===== src/rtl/bist_misr.sv =====
// Multiple-input signature register: reloads SEED on load, otherwise shifts
// left with polynomial feedback and XORs in the zero-extended response.
module bist_misr #(
  parameter int               DATA_W = 4,
  parameter int               SIG_W  = 16,
  parameter logic [SIG_W-1:0] POLY   = 16'h1021,
  parameter logic [SIG_W-1:0] SEED   = 16'hFFFF
) (
  input  logic              clk,
  input  logic              reset,
  input  logic              load,
  input  logic              en,
  input  logic [DATA_W-1:0] data,
  output logic [SIG_W-1:0]  sig
);

  logic [SIG_W-1:0] step;

  assign step = {sig[SIG_W-2:0], 1'b0}
              ^ (sig[SIG_W-1] ? POLY : '0)
              ^ SIG_W'(data);

  always_ff @(posedge clk or posedge reset) begin
    if (reset) begin
      sig <= SEED;
    end else if (load) begin
      sig <= SEED;
    end else if (en) begin
      sig <= step;
    end
  end

endmodule


===== config.mk =====
export PLATFORM = sky130hd
export DESIGN_NAME = bist_misr
export DESIGN_NICKNAME = d
export VERILOG_FILES = /design/src/rtl/bist_misr.sv
export SDC_FILE = /design/constraint.sdc
export NUM_CORES = 1
export LEC_CHECK = 0
export CAP_MARGIN = 15
export CORE_ASPECT_RATIO = 0.8
export CORE_MARGIN = 2
export CORE_UTILIZATION = 29
export DETAILED_ROUTE_END_ITERATION = 10
export SLEW_MARGIN = 20
export SYNTH_ARGS = -nofsm -noshare
export SYNTH_HDL_FRONTEND = slang
export SYNTH_SLANG_ARGS = --single-unit

===== constraint.sdc =====
create_clock -name clk -period 1 [get_ports clk]
set_clock_uncertainty 0.2 [all_clocks]
set_input_delay 0.15 -clock clk [delete_from_list [all_inputs] [get_ports clk]]
set_output_delay 0.15 -clock clk [all_outputs]
set_load 0.01 [all_outputs]

==> metrics.csv <==
stage;metric;value;unit
status;status;finished, violations left;
status;violated checks;negative setup slack;
drt;Routed Wire Length;1760;um
floorplan;Row Count;16;
finish;most common cell after layout, fill and taps aside;buf_6;
power_and_ir_drop;combinational fraction of design power;27.5;%
setup_path;Buffers & Inverters on Critical Path;1;
setup_path;Critical R2R Capture;sig[8];
drt;# DRC;0;
grt;vias in the first global route;637;
grt;gr ovfl total;0;
setup_path;CP max stage delay;560;ps
floorplan;die area;2940;um2
setup_path;crit-path max FO;2;
grt;initial antenna violation count;0;
finish;most frequent cells in the layout;buf_6, dfstp_2, buf_4;
setup_path;r2r startpoint;sig[8];
finish;Most flops, register;sig;
sta;post-route setup slack;-302;ps
sta;unrepaired setup endpoints after global routing;yes;
finish;max reg flops;16;
placed_design;GP Congestion;0.745;
synthesis;Post-Synthesis Cells;60;
setup_path;crit path cell chain;buf_6;
clock_tree;Max Root-Sink Buffers;2;
sta;worst hold slack;138;ps
sta;Slew Limit Fails;0;
placed_design;HPWL after DPL;1170;um
power_and_ir_drop;Clk pwr share;26.4;%
clock_tree;hold_buf cts;0;
synthesis;synthesis-stage register bit count;16;
grt;global-route wire length before repair;3010;um
clock_tree;CTS buffer count;3;
setup_path;Reg2Reg Depth;3;
finish;Largest regs;sig (16);
floorplan;Die X;60.1;um
setup_path;critical path endpoint category;output pin;
power_and_ir_drop;PwrDens;1250;nW/um2
drt;final antenna-violating net count;0;
worst_hold_path;hold crit path type;in2async;
clock_tree;Reg clk slew, reported paths;100;ps
sta;post-layout min period;1300;ps
finish;Finished Core Util;54.6;%
clock_tree;worst-skew pair later-pin latency;290;ps
power_and_ir_drop;Seq pwr share;46.2;%
floorplan;IO Pins;24;
finish;area growth from synthesis to layout;81.5;%
drt;vias per cell;4.38;
floorplan;Core ar.;2420;um2
sta;Worst Tran Pin Value;228;ps
sta;Tcrit/Tclk final;130;%
drt;routed vias;622;
synthesis;post-synthesis sequential area ratio;57.6;%
power_and_ir_drop;Leakage;0.597;nW
sta;FMAX;0.768;GHz
clock_tree;CTS tree;done;
flow_run;total of max-cap violations;0;
grt;All-Layer GR Usage;13.9;%
setup_path;kind of critical path;reg2out;
synthesis;synth unique cells;12;
power_and_ir_drop;Pint;0.00124;W
setup_path;Required @ worst endpoint;650;ps
clock_tree;H-tree depth;1;
power_and_ir_drop;Psw;0.000422;W
finish;share of cells above drive strength 1;67.9;%
clock_tree;clock root buffer master;clkbuf_4;
clock_tree;clock sinks;16;
power_and_ir_drop;switching share of power;25.4;%
placed_design;number of port buffers;23;
sta;final-report hold violation count;0;
setup_path;Largest delay share family, worst path;flip-flops;
setup_path;startpoint type of the worst setup path;register;
sta;endpoints failing setup;32;
finish;Layout Nets;115;
sta;Slew Limit Headroom;84.7;%
floorplan;Die H;48.9;um
synthesis;yosys warns;0;
synthesis;Post-Syn Area;729;um2
setup_path;critical path arrival;950;ps
floorplan;starting density of the core;30.1;%
finish;ant diodes;0;
drt;Iter 0 DRT Violations;5;
setup_path;Reg2Reg Setup Slack;-170;ps
drt;Detailed Routing Iterations Pass 1;4;
power_and_ir_drop;Peak VDD IR;0.000888;V
synthesis;post-synthesis average cell area;12.2;um2
synthesis;Syn Nets;68;
placed_design;dpl ws;-485;ps
drt;WL/cell;12.4;um
grt;largest net degree at the start of global routing;17;
setup_path;CP max stage cell;dfstp_2;
-- cells in the mapped netlist (all sizes together) --
library cell	instances	area [um2]
a211o	10	87.6
a21oi	6	30.0
and2b	3	23.8
buf	3	27.5
clkbuf	1	3.75
dfstp	16	420
inv	1	3.75
nor2b	8	50.1
nor3	6	30.0
xnor2	6	52.6
-- power groups by stage --
stage | logic [W] | clock network [W] | registers, W
after floorplan | 0.000122 | 0 | 0.000797
after global placement | 0.000381 | 0 | 0.000761
after detailed placement | 0.000384 | 0 | 0.000762
after CTS | 0.000412 | 0.000447 | 0.000766
after global routing | 0.000490 | 0.000494 | 0.000773
final | 0.000455 | 0.000438 | 0.000766
-- routing by layer --
metal	GRT usage, %	vias to the layer above	routed length (um)
met5	0	-	0
met4	5.56	0	27
met3	4.77	5	74
met2	19.9	14	828
met1	18.9	303	827
li1	-	300	-
-- metrics by stage --
step,power (W),TNS [ps],instances,area [um2]
after floorplan,0.000919,-397,60,731
after global placement,0.00114,-12460,137,1150
after detailed placement,0.00115,-12850,137,1150
after CTS,0.00162,-7040,142,1240
after global routing,0.00176,-8090,142,1320
final,0.00166,-6810,142,1320
-- what timing repair did --
action,in CTS,in global routing
gates resized for setup,89,17
buffers inserted,0,2
pin swaps,3,9
endpoints found under the setup margin,32,32
cloned,1,0
-- final cells by class --
type / count / area [um2]
inverters: 1 / 3.75
fillers: 214 / 1100
multi-input cells: 39 / 353
well taps: 36 / 45.0
flip-flops and latches: 16 / 420
repair buffers: 46 / 465
clock buffers: 4 / 36.3
-- how the worst max path moves through the flow --
| stage | startpoint | slack [ps] | cells past startpoint | endpoint |
|---|---|---|---|---|
| 4_1_cts | sig[12] | -310 | 1 | sig[12] |
| 2_1_floorplan | sig[15] | -70 | 2 | sig[15] |
| 3_3_place_gp | en | -460 | 4 | sig[6] |
| 5_1_grt | sig[9] | -350 | 1 | sig[9] |
| 6_report | sig[14] | -300 | 1 | sig[14] |
| 3_5_place_dp | en | -480 | 4 | sig[4] |
-- cells by family after synthesis --
logic type | synth area share (%)
xor+xnor | 7.20
flops | 57.6
simple gates | 14.2
buf+inv | 4.80
compound gates | 16.1
Power figures use the tool's default switching activity.
